**src/rtl/debug_req_ctrl.sv**
```systemverilog
// Halt/resume handshake controller between the debug transport and the core.
// Define DEBUG_REQ_TIMEOUT_EN to add the handshake timeout counter, ERROR state and timeout_o.
module debug_req_ctrl #(
    parameter int unsigned TIMEOUT_W      = 8,
    parameter int unsigned TIMEOUT_CYCLES = 255
) (
    input  logic clk,
    input  logic rst_i,
    input  logic haltreq_i,
    input  logic resumereq_i,
    input  logic debug_mode_i,
    input  logic clear_i,
    output logic debug_req_o,
    output logic resume_req_o,
    output logic halted_o,
    output logic resumeack_o,
    output logic timeout_o,
    output logic spurious_o
);

    if ((TIMEOUT_CYCLES == 0) ||
        (64'(TIMEOUT_CYCLES) > ((64'(1) << TIMEOUT_W) - 64'(1)))) begin : g_param_check
        $error("TIMEOUT_CYCLES must lie in 1..2**TIMEOUT_W-1");
    end

`ifdef DEBUG_REQ_TIMEOUT_EN
    typedef enum logic [2:0] {
        StRunning,
        StHaltReq,
        StHalted,
        StResumeReq,
        StError
    } state_e;
`else
    typedef enum logic [1:0] {
        StRunning,
        StHaltReq,
        StHalted,
        StResumeReq
    } state_e;
`endif

    state_e state_q, state_d;
    logic   spurious_q, spurious_d;
    logic   resumeack_d;
    logic   debug_req_q, resume_req_q, halted_q, resumeack_q;
    logic   in_error;
    logic   limit_hit;

`ifdef DEBUG_REQ_TIMEOUT_EN
    localparam logic [TIMEOUT_W-1:0] CntLimit = TIMEOUT_W'(TIMEOUT_CYCLES - 1);

    logic [TIMEOUT_W-1:0] cnt_q, cnt_d;
    logic                 timeout_q, timeout_d;
    logic                 in_handshake;

    assign in_handshake = (state_q == StHaltReq) || (state_q == StResumeReq);
    assign limit_hit    = (cnt_q == CntLimit);
    assign in_error     = (state_q == StError);

    // Clear on entry, then count up and saturate while a handshake is pending.
    always_comb begin
        cnt_d = cnt_q;
        if (!in_handshake && ((state_d == StHaltReq) || (state_d == StResumeReq))) begin
            cnt_d = '0;
        end else if (in_handshake && (cnt_q != '1)) begin
            cnt_d = cnt_q + TIMEOUT_W'(1);
        end
    end

    always_ff @(posedge clk or posedge rst_i) begin
        if (rst_i) begin
            cnt_q     <= '0;
            timeout_q <= 1'b0;
        end else begin
            cnt_q     <= cnt_d;
            timeout_q <= timeout_d;
        end
    end

    assign timeout_o = timeout_q;
`else
    assign limit_hit = 1'b0;
    assign in_error  = 1'b0;
    assign timeout_o = 1'b0;
`endif

    always_comb begin
        state_d     = state_q;
        spurious_d  = spurious_q;
        resumeack_d = 1'b0;
`ifdef DEBUG_REQ_TIMEOUT_EN
        timeout_d   = timeout_q;
`endif
        // A new spurious entry in the same cycle takes precedence over the clear.
        if (clear_i && !in_error) begin
            spurious_d = 1'b0;
        end

        unique case (state_q)
            StRunning: begin
                if (haltreq_i) begin
                    state_d = StHaltReq;
                end else if (debug_mode_i) begin
                    state_d    = StHalted;
                    spurious_d = 1'b1;
                end
            end
            StHaltReq: begin
                if (debug_mode_i) begin
                    state_d = StHalted;
                end else if (limit_hit) begin
`ifdef DEBUG_REQ_TIMEOUT_EN
                    state_d   = StError;
                    timeout_d = 1'b1;
`endif
                end
            end
            StHalted: begin
                if (resumereq_i) begin
                    state_d = StResumeReq;
                end
            end
            StResumeReq: begin
                if (!debug_mode_i) begin
                    state_d     = StRunning;
                    resumeack_d = 1'b1;
                end else if (limit_hit) begin
`ifdef DEBUG_REQ_TIMEOUT_EN
                    state_d   = StError;
                    timeout_d = 1'b1;
`endif
                end
            end
`ifdef DEBUG_REQ_TIMEOUT_EN
            StError: begin
                if (clear_i) begin
                    state_d   = StRunning;
                    timeout_d = 1'b0;
                end
            end
`endif
            default: state_d = StRunning;
        endcase
    end

    // Outputs are decoded from the next state so each one is a flop.
    always_ff @(posedge clk or posedge rst_i) begin
        if (rst_i) begin
            state_q      <= StRunning;
            spurious_q   <= 1'b0;
            debug_req_q  <= 1'b0;
            resume_req_q <= 1'b0;
            halted_q     <= 1'b0;
            resumeack_q  <= 1'b0;
        end else begin
            state_q      <= state_d;
            spurious_q   <= spurious_d;
            debug_req_q  <= (state_d == StHaltReq);
            resume_req_q <= (state_d == StResumeReq);
            halted_q     <= (state_d == StHalted);
            resumeack_q  <= resumeack_d;
        end
    end

    assign debug_req_o  = debug_req_q;
    assign resume_req_o = resume_req_q;
    assign halted_o     = halted_q;
    assign resumeack_o  = resumeack_q;
    assign spurious_o   = spurious_q;

endmodule

```
**config.mk**
```make
export PLATFORM = sky130hd
export DESIGN_NAME = debug_req_ctrl
export DESIGN_NICKNAME = d
export VERILOG_FILES = /design/src/rtl/debug_req_ctrl.sv
export SDC_FILE = /design/constraint.sdc
export NUM_CORES = 1
export LEC_CHECK = 0
export CORE_AREA = 2 2 39 41
export DETAILED_ROUTE_END_ITERATION = 16
export DIE_AREA = 0 0 41 43
export PLACE_DENSITY_LB_ADDON = 0.3
export SKIP_LAST_GASP = 1
export SYNTH_ARGS = -nofsm -noshare
export SYNTH_HDL_FRONTEND = slang
export SYNTH_SLANG_ARGS = --single-unit
```
**constraint.sdc**
```tcl
create_clock -name clk -period 2.06 [get_ports clk]
set_input_delay 0.515 -clock clk [delete_from_list [all_inputs] [get_ports clk]]
set_output_delay 0.515 -clock clk [all_outputs]
set_load 0.005 [all_outputs]
```
==> out/results.txt <==
Worst min-delay path class - in -> async
Post-CTS setup buffer count - 0
Worst VDD drop - 0.3950 mV
Clock skew - 0.001124 ns
CP max-delay cell - clkdlybuf4s50_1
Max Fanout on Critical Path - 2
Setup CP Type - reg -> out
Max-slew violations - 0
Gr ovfl total - 0
Top Ports - 12
Power density over the cells - 1187 mW/mm^2
Proportion of layout cells with a drive suffix above 1 - 15.38%
Clk_lat worst skew - 0.25 ns
Final hold vios - 0
Synth Instances - 26
Row Count - 14
Cts hold-fix bufs - 0
First-pass GRT wire length - 890 um
Library cells used by synthesis - 14
Final Setup Violations - 0
Max Fclk - 620.3 MHz
Initial drt markers - 2
WL final - 527 um
Vias - 227
Initial antenna violation count - 0
Reg-to-reg critical path startpoint - state_q[0]$_DFF_PP0_
Syn avg cell area - 12.08 sq um
Post-DP HPWL - 430.4 um
Initial core utilization - 22.69%
Worst-path clk slew - 0.05 ns
Max Cap Viol - 0
Post_cts resized - 0
Antenna viol nets, final - 0
Largest net degree at the start of global routing - 8
IO buf count - 10
Reg2Reg Setup Slack - 1.12 ns
Post-Route Setup TNS - 0 ns
Worst reg2reg endpoint - debug_req_o$_DFF_PP0_
Non-Filler Instances - 55
Clock sink count - 7
Worst-case reg-to-reg path depth - 2
Cell count after placement - 51
TritonCTS Buffers - 3
CTS Root Cell - clkbuf_4
Bufs and invs on worst path - 1
Status - complete, no violations
TritonRoute pass-1 iters - 2
Fin crit share - 78.26%
WL/cell - 9.582 um
Syn-to-layout area delta - 44.22%
Mapped Area - 314.1 sq um
Leak pwr - 0.0002024 uW
Required time of the critical path - 1.54 ns
Die H - 43 um
Gp weighted congestion - 0.8538
Vias/cell - 4.127
RSZ-0062 raised after global routing - false
Yosys warns - 0
Nets - 46
Max clock buf depth - 2
Area of the core - 0.001384 sq mm
Die ar. - 0.001763 sq mm
Total Routing Usage GR - 7.988%
Crit end category - output pin
Drt drc - 0
Via count of the first global-routing pass - 226
Crit path cell chain - clkdlybuf4s50_1
Sequential fraction of the synthesis area - 55.78%
DIE WIDTH - 41 um
Syn nets - 32
Top delay family on crit path - buffers and inverters
#FFs+latches synth - 7
Worst setup SP type - flop
Diodes inserted - 0
CTS tree - built
# H-tree levels - 1
CP arrival - 1.10 ns
Largest stage delay, worst path - 0.50 ns
Final worst path period need - 1.612 ns
cells by family (layout without fill, tap and decap cells):
kind of cell,after synthesis,after routing,share of synthesized area [%]
AO/OA/AOI/OAI,4,4,11.95
flip-flops,7,7,55.78
multiplexers,3,3,9.562
AND/OR/NAND/NOR,6,6,12.75
other,1,1,1.194
XOR/XNOR,1,1,2.789
buffers and inverters,4,17,5.977
cell usage after synthesis:
cell type  count  area share [%]
o22ai_1        1             2.0
o21ba_2        1             3.2
buf_4          1             2.4
nor2b_1        2             4.0
conb_1         1             1.2
nor2b_2        1             2.8
o21ai_0        1             1.6
and2_1         1             2.0
dfrtp_1        7              56
mux2i_1        3             9.6
nand2b_1       2             4.0
o32ai_2        1             5.2
inv_1          3             3.6
xor2_1         1             2.8
metal layers:
metal  wire (um)  part of all wire [%]  track usage (%)
met1         196                    37            7.895
met2         276                    52            11.56
met5           0                     0                0
met4           8                   1.5            4.000
met3          46                   8.7            6.283
power breakdown:
group | total [uW] | internal [uW] | switching, uW
Sequential | 234 | 189 | 44.7
Clock | 122 | 73.8 | 48.3
Combinational | 181 | 125 | 56.4
stage by stage:
step / total power (uW) / setup slack, ns / cell area [sq um] / utilization [%] / hold slack [ns]
after floorplan: 324.9 / 1.097 / 314.1 / - / 0.3184
after global placement: 417.7 / 0.5433 / 426.7 / 30.83 / 0.5021
after detailed placement: 420.5 / 0.5376 / 426.7 / 30.83 / 0.5180
after CTS: 548.0 / 0.4295 / 452.9 / 32.73 / 0.5052
after global routing: 580.8 / 0.3860 / 452.9 / 32.73 / 0.5159
final: 537.5 / 0.4479 / 452.9 / 32.73 / 0.4952
registers in the layout (all words and copies together), names as in the netlist:
name,cells
debug_req_o,1
halted_o,1
resume_req_o,1
resumeack_o,1
spurious_o,1
state_q,2
layout by cell type, fill, tap and decap left out:
master           count
and2_1               1
clkbuf_1             1
clkbuf_4             3
clkdlybuf4s50_1     10
conb_1               1
dfrtp_1              7
inv_1                3
mux2i_1              3
nand2b_1             2
nor2b_1              2
nor2b_2              1
o21ai_0              1
o21ba_2              1
o22ai_1              1
o32ai_2              1
xor2_1               1
final cells by class:
cell class              instances  area (sq um)
well taps                      16         20.02
multi-input cells              15         120.1
repair buffers                 10         100.1
clock buffers                   4         26.28
inverters                       3         11.26
flip-flops and latches          7         175.2
fillers                       143         930.9
worst max path at each step:
stage / cells after the start / start / to / slack (ns)
2_1_floorplan: 2 / haltreq_i / debug_req_o$_DFF_PP0_ / 1.10
3_3_place_gp: 3 / haltreq_i / halted_o$_DFF_PP0_ / 0.54
3_5_place_dp: 3 / haltreq_i / state_q[1]$_DFF_PP0_ / 0.54
4_1_cts: 1 / spurious_o$_DFF_PP0_ / spurious_o / 0.43
5_1_grt: 1 / spurious_o$_DFF_PP0_ / spurious_o / 0.39
6_report: 1 / spurious_o$_DFF_PP0_ / spurious_o / 0.45
(Power assumes the default switching activity.)
